<file path="config.mk">
export PLATFORM = sky130hd
export DESIGN_NAME = fifo_burst_reader
export DESIGN_NICKNAME = d
export VERILOG_FILES = /design/src/rtl/fifo_burst_reader.sv
export SDC_FILE = /design/constraint.sdc
export NUM_CORES = 1
export LEC_CHECK = 0
export CAP_MARGIN = 20
export CORE_MARGIN = 2
export CORE_UTILIZATION = 54
export DETAILED_ROUTE_END_ITERATION = 12
export GPL_TIMING_DRIVEN = 0
export PLACE_DENSITY = 0.84
export SLEW_MARGIN = 20
export SYNTH_ARGS = -nofsm -noshare
export SYNTH_HDL_FRONTEND = slang
export SYNTH_SLANG_ARGS = --single-unit
</file>
<file path="constraint.sdc">
create_clock -name clk -period 3.2 [get_ports clk]
set_clock_uncertainty 0.05 [all_clocks]
set_input_delay 0.8 -clock clk [delete_from_list [all_inputs] [get_ports clk]]
set_output_delay 0.8 -clock clk [all_outputs]
set_load 0.01 [all_outputs]
</file>
<file path="src/rtl/fifo_burst_reader.sv">
// fifo_burst_reader: read-side drain stage for sync_fifo.
//
// Pops words from the FIFO using its empty flag and captures the combinational
// dout in the same cycle as rd_en. The words are re-emitted on a valid/ready
// stream in bursts of BURST_LEN beats, with m_last on the final beat. If the
// FIFO stays empty for TIMEOUT cycles, a partial burst is closed so trailing
// words never stall.
//
// Ports:
//   clk         clock
//   reset       synchronous, active-high reset
//   fifo_dout   FIFO read data, valid only while fifo_rd_en=1
//   fifo_empty  FIFO empty flag
//   fifo_rd_en  FIFO pop strobe (combinational, depends on m_ready)
//   m_data      stream data (registered)
//   m_valid     stream valid (registered)
//   m_last      last beat of burst (registered)
//   m_ready     downstream accept
//   burst_cnt   bursts completed (beats accepted with m_last), wraps at 2^16
module fifo_burst_reader #(
  parameter int unsigned DATA_WIDTH = 8,
  parameter int unsigned BURST_LEN  = 4,
  parameter int unsigned TIMEOUT    = 16
) (
  input  logic                  clk,
  input  logic                  reset,
  input  logic [DATA_WIDTH-1:0] fifo_dout,
  input  logic                  fifo_empty,
  output logic                  fifo_rd_en,
  output logic [DATA_WIDTH-1:0] m_data,
  output logic                  m_valid,
  output logic                  m_last,
  input  logic                  m_ready,
  output logic [15:0]           burst_cnt
);

  localparam int unsigned PosW  = (BURST_LEN > 1) ? $clog2(BURST_LEN) : 1;
  localparam int unsigned IdleW = (TIMEOUT > 1) ? $clog2(TIMEOUT) : 1;
  localparam logic [PosW-1:0]  PosLast = PosW'(BURST_LEN - 1);
  localparam logic [IdleW-1:0] IdleMax = IdleW'(TIMEOUT - 1);

  // HOLD stage
  logic                  hold_vld_q, hold_vld_d;
  logic [DATA_WIDTH-1:0] hold_data_q, hold_data_d;
  logic [PosW-1:0]       hold_idx_q, hold_idx_d;
  // OUT stage
  logic                  m_valid_q, m_valid_d;
  logic [DATA_WIDTH-1:0] m_data_q, m_data_d;
  logic                  m_last_q, m_last_d;
  // Bookkeeping
  logic [PosW-1:0]       burst_pos_q, burst_pos_d;
  logic [IdleW-1:0]      idle_cnt_q, idle_cnt_d;
  logic [15:0]           burst_cnt_q, burst_cnt_d;

  logic out_free;
  logic hold_closed;
  logic pop;
  logic xfer_closed;
  logic xfer_pop;
  logic xfer_flush;
  logic xfer;

  always_comb begin
    out_free    = !m_valid_q || m_ready;
    hold_closed = (hold_idx_q == PosLast);
    // A full HOLD can only accept a new word if it drains into OUT this cycle,
    // which is why m_ready reaches fifo_rd_en combinationally.
    pop         = !reset && !fifo_empty && (!hold_vld_q || out_free);

    xfer_closed = hold_vld_q && out_free && hold_closed;
    xfer_pop    = hold_vld_q && out_free && !hold_closed && pop;
    // A pop always wins over the flush; pop implies !fifo_empty anyway.
    xfer_flush  = hold_vld_q && out_free && !hold_closed && !pop && fifo_empty &&
                  (idle_cnt_q == IdleMax);
    xfer        = xfer_closed || xfer_pop || xfer_flush;
  end

  always_comb begin
    hold_vld_d  = hold_vld_q;
    hold_data_d = hold_data_q;
    hold_idx_d  = hold_idx_q;
    burst_pos_d = burst_pos_q;
    idle_cnt_d  = '0;
    m_valid_d   = m_valid_q;
    m_data_d    = m_data_q;
    m_last_d    = m_last_q;
    burst_cnt_d = burst_cnt_q;

    if (pop) begin
      hold_vld_d  = 1'b1;
      hold_data_d = fifo_dout;
      hold_idx_d  = burst_pos_q;
      burst_pos_d = (burst_pos_q == PosLast) ? '0 : burst_pos_q + 1'b1;
    end else if (xfer) begin
      hold_vld_d = 1'b0;
    end

    // Flush never coincides with a pop, so the restart cannot race the advance.
    if (xfer_flush) begin
      burst_pos_d = '0;
    end

    // Only an open word waiting on an empty FIFO ages toward the timeout.
    if (hold_vld_q && !hold_closed && fifo_empty) begin
      idle_cnt_d = (idle_cnt_q == IdleMax) ? idle_cnt_q : idle_cnt_q + 1'b1;
    end

    if (xfer) begin
      m_valid_d = 1'b1;
      m_data_d  = hold_data_q;
      m_last_d  = xfer_closed || xfer_flush;
    end else if (m_ready) begin
      m_valid_d = 1'b0;
    end

    if (m_valid_q && m_ready && m_last_q) begin
      burst_cnt_d = burst_cnt_q + 16'd1;
    end
  end

  always_ff @(posedge clk) begin
    if (reset) begin
      hold_vld_q  <= 1'b0;
      hold_data_q <= '0;
      hold_idx_q  <= '0;
      burst_pos_q <= '0;
      idle_cnt_q  <= '0;
      m_valid_q   <= 1'b0;
      m_data_q    <= '0;
      m_last_q    <= 1'b0;
      burst_cnt_q <= '0;
    end else begin
      hold_vld_q  <= hold_vld_d;
      hold_data_q <= hold_data_d;
      hold_idx_q  <= hold_idx_d;
      burst_pos_q <= burst_pos_d;
      idle_cnt_q  <= idle_cnt_d;
      m_valid_q   <= m_valid_d;
      m_data_q    <= m_data_d;
      m_last_q    <= m_last_d;
      burst_cnt_q <= burst_cnt_d;
    end
  end

  assign fifo_rd_en = pop;
  assign m_valid    = m_valid_q;
  assign m_data     = m_data_q;
  assign m_last     = m_last_q;
  assign burst_cnt  = burst_cnt_q;

endmodule

</file>
; ---- Word-level counts from Yosys, hierarchy flattened
; Cells that the tools add are included.
[classes]
bitwise = 1
n_eq_ne = 3
muxes = 5
reduce_logical = 28
addsub = 3
[ops]
columns = op, n
row1 = "16-bit by 1-bit adder with 16-bit output, second input constant", 1
row2 = 1-bit logical AND, 13
row3 = 1-bit logical NOT, 6
row4 = 1-bit logical OR, 5
row5 = "4-bit by 1-bit adder with 4-bit output, second input constant", 1
row6 = "2-bit == test, second input constant", 2
row7 = "4-bit == test, second input constant", 1
row8 = 1-bit two-way mux, 4
row9 = 2-bit nonzero test, 2
row10 = 2-bit OR reduction, 2
row11 = "2-bit by 1-bit adder with 2-bit output, second input constant", 1
row12 = 2-bit two-way mux, 1
row13 = 1-bit inverter, 1
[totals]
ff_bits = 43
wordCells = 49

; ---- Depth between registers and ports, before layout
[logic_depth]
ltp_word = 11
ltp_mapped = 6

; ---- Worst setup path after synthesis
; OpenSTA, ideal clock, no wires.
[synth_timing]
kind = in2out
start = input m_ready
end = output fifo_rd_en
t_required_ps = 2350
slack_ps = 763
arrival_ps = 1587
n_path_buf = 1
path_stages = 3
cell_sequence = and2b_2 > a211oi_2 > buf_2
[synth_via]
elab_chain_len = 3
[synth_rtl]
columns = item, line_no
row1 = "start, declared", 33  ; input logic m_ready,
row2 = 1-bit logical OR, 64  ; out_free = !m_valid_q || m_ready;
row3 = 1-bit logical OR, 68  ; pop = !reset && !fifo_empty && (!hold_vld_q || out_free);
row4 = 1-bit logical AND, 68
row5 = "end, declared", 29  ; output logic fifo_rd_en,
; No other way between the ends.

; ---- Worst setup path in the final report
; Ends and elaborated chain as after synthesis.

==> results.toml <==
[status]
status = "complete, no violations"

[cts]
cts_sinks = 43
clock_latency_ps = 350
cts_hold_buf = 0
root_buffer = "clkbuf_4"
cts_tree = "built"
htree_levels = 2
cts_buffers = 5
ctsLongestPathBuffers = 2
clkTransAtPathRegs_ps = 120

[floorplan]
io_pins = 39
die_w_um = 62.5
num_rows = 21
die_h_um = 62.5
dieArea_um2 = 3900
core_um2 = 3310
initial_utilization_pct = 55.7

[synth]
avgSynthCellArea_um2 = 9.09
synth_warnings = 0
ys_top_cells_by_area = "dfxtp_1 47%, o21ai_0 5.2%, nor2_1 3.9%"
yosys.area.top_type = "dfxtp_1"
ys_types = 39
yosysTopAreaCellShare_pct = 46.6
ys.flop_type = "dfxtp_1"
syn_inst = 203
synth_edf_count = 0
synth_top_family_by_area = "simple AND/OR/NAND/NOR gates"
synth_compound_area_share_pct = 11.5
syn_area_um2 = 1850
yosys.area_share.adder_pct = 2.03
syn_nets = 218
muxShareOfSynthArea_pct = 3.93
synthSimpleGateAreaFrac_pct = 29.4
synth-seq-area-share_pct = 46.6
async_reset_ff_share_pct = 0
synth_xor_area_share_pct = 4.27
ys_ff_latch = 43

[worst_setup_path]
rr_worst_depth = 6
cp.arrival_ps = 2180
rr_startpoint = "idle_cnt_q[0]$_SDFFE_PP0N_"
timing.rr.end = "m_data[6]$_SDFFE_PP0P_"
path_cells = "clkbuf_2 -> and2b_2 -> a211oi_4 -> buf_6 -> clkdlybuf4s50_1"
startpoint_type = "primary input"
crit_fanout = 10
crit_required_ps = 2350
r2r_setup_slack_ps = 1180
critPathSlowestCell = "clkdlybuf4s50_1"
worst_path_dominant_cell_family = "buffers and inverters"
end_kind = "primary output"
crit_buf_inv = 3
critPathKind = "in -> out"
critPathMaxStageDelay_ps = 540

[layout]
fillers = 282
n_antenna_cell = 0
fin_cells = 295
nets = 263
final_common_cell = "dfxtp_1"
drive_above_1_share_pct = 8.84
fin_util_pct = 71.2
areaGrowthSynthToFinish_pct = 27.7
final_cell_mix = "43 x dfxtp_1, 35 x clkdlybuf4s50_1, 19 x nor2_1, 19 x o21ai_0, 18 x nand2_1"

[drt]
wirelength_um = 4000
first_pass_iters = 4
drt_iter0_drc = 101
drcViolationCount = 0
ant_nets = 0
vias_per_cell = 5.40
wire_per_inst_um = 13.6
vias = 1592

[global_route]
track_usage_pct = 22.0
grt_pass1_vias = 1547
grt_max_degree = 13
grt_pass1_wl_um = 6880
antenna_found_initial = 0
grt_overflow_total = 0

[sta]
timing.final.crit_share_pct = 94.7
tightest_slew_ps = 695
period_minus_slack_ps = 3030
fmax_mhz = 330
setup_viol = 0
max_slew_margin_pct = 53.5
slew_violations = 0
grt_setup_unrepaired = "no"
finalHoldViolations = 0
fin_ws_ps = 168

[power]
swShare_pct = 22.7
comb_power_share_pct = 7.1
ir_drop_mv = 0.310
powerDensity_nw_per_um2 = 389
power.share.clock_pct = 32.4
p_leak_uw = 0.000828
p_int_uw = 709
power.net_switching_uw = 208
p_seq_share_pct = 60.5

[place]
io_buffers = 37
dp_slack_ps = -499
post-place-cells = 286
place_hpwl_um = 2820
routabilityCongestion = 0.781

[min_path]
hold_class = "reg -> reg"
holdCritStartpoint = "hold_data_q[3]$_SDFFE_PP0P_"
hold_end = "hold_data_q[3]$_SDFFE_PP0P_"
whs_path_depth = 2

[flow_run]
drv_cap = 0
[sequential cells by signal (all words and copies together) (netlist names)]
| signal | flops |
|---|---|
| burst_cnt | 16 |
| hold_data_q | 8 |
| m_data | 8 |
| idle_cnt_q | 4 |
| burst_pos_q | 2 |
| hold_idx_q | 2 |
| hold_vld_q | 1 |
| m_last | 1 |
| m_valid | 1 |
[power by group through the flow]
stage	Combinational, µW	Sequential, µW	Clock, µW
2_1_floorplan	33.2	566	0
3_3_place_gp	61.6	566	0
3_5_place_dp	62.6	567	0
4_1_cts	64.8	555	302
5_1_grt	71.5	557	330
6_report	64.8	555	297
[worst max path at each step]
| stage | startpoint | cells after the start | slack, ps | endpoint |
|---|---|---|---|---|
| final | m_ready | 5 | 170 | fifo_rd_en |
| after global routing | m_ready | 5 | 130 | fifo_rd_en |
| after CTS | m_ready | 5 | 10 | fifo_rd_en |
| after detailed placement | m_ready | 5 | -500 | fifo_rd_en |
| after global placement | m_ready | 5 | -510 | fifo_rd_en |
| after floorplan | m_ready | 3 | 760 | fifo_rd_en |
[cells by family after synthesis]
group | after synthesis
buffers and inverters | 10
adders and majority gates | 3
and+or+nand+nor | 95
AOI/OAI and AO/OA | 36
muxes | 7
DFF | 43
xor gates and xnor gates | 9
[worst min-delay path, stage by stage (launching register included)]
cell      delay, ps
dfxtp_1         320
nand2b_1         70
o21ai_0          70
[through the flow]
stage / total power [µW] / cell area [µm²] / setup TNS, ps / hold slack (ps)
floorplan: 599 / 1850 / 0 / 400
finish: 917 / 2360 / 0 / 441
global placement: 628 / 2270 / -506 / 414
detailed placement: 629 / 2270 / -499 / 423
global route: 959 / 2360 / 0 / 471
CTS: 921 / 2360 / 0 / 443
[Yosys cell counts (3+ instances only)]
master    count
and4_1        3
dfxtp_1      43
nor2b_1       4
nor4_1        3
ha_1          3
nand3_1       7
nor2_1       19
nand2_1      18
and3_1        3
nand3b_1      8
xnor2_1       6
o21ai_0      19
clkbuf_1      5
nor3_1        6
a21oi_1       8
xor2_1        3
mux2i_1       5
nand2b_1     10
nand4_1       5
buf_2         3
[repair_timing]
item / in CTS / in global routing
buffers inserted: 1 / 0
resized for setup: 5 / 2
gates cloned: 0 / 0
setup endpoints to repair: 1 / 1
pin swaps: 1 / 0
[layout make-up]
class / instances / area (µm²) / share of cell area (%)
Sequential cell: 43 / 861 / 36.5
Timing Repair Buffer: 38 / 372 / 15.8
Buffer: 8 / 40.0 / 1.70
Inverter: 2 / 7.51 / 0.318
Clock buffer: 8 / 68.8 / 2.92
Multi-Input combinational cell: 150 / 951 / 40.3
Tap cell: 46 / 57.6 / 2.44
[layer usage]
layer  routed length, µm  part of all wire (%)  vias to the layer above  global-route usage, %
met4                  57                   1.4                        0                   6.94
met1                1780                    44                      744                   26.8
met5                   0                     0                        -                      0
met2                1960                    49                       35                   36.8
met3                 202                   5.0                        8                   7.03
li1                    -                     -                      805                      -
Power figures use the tool's default switching activity.
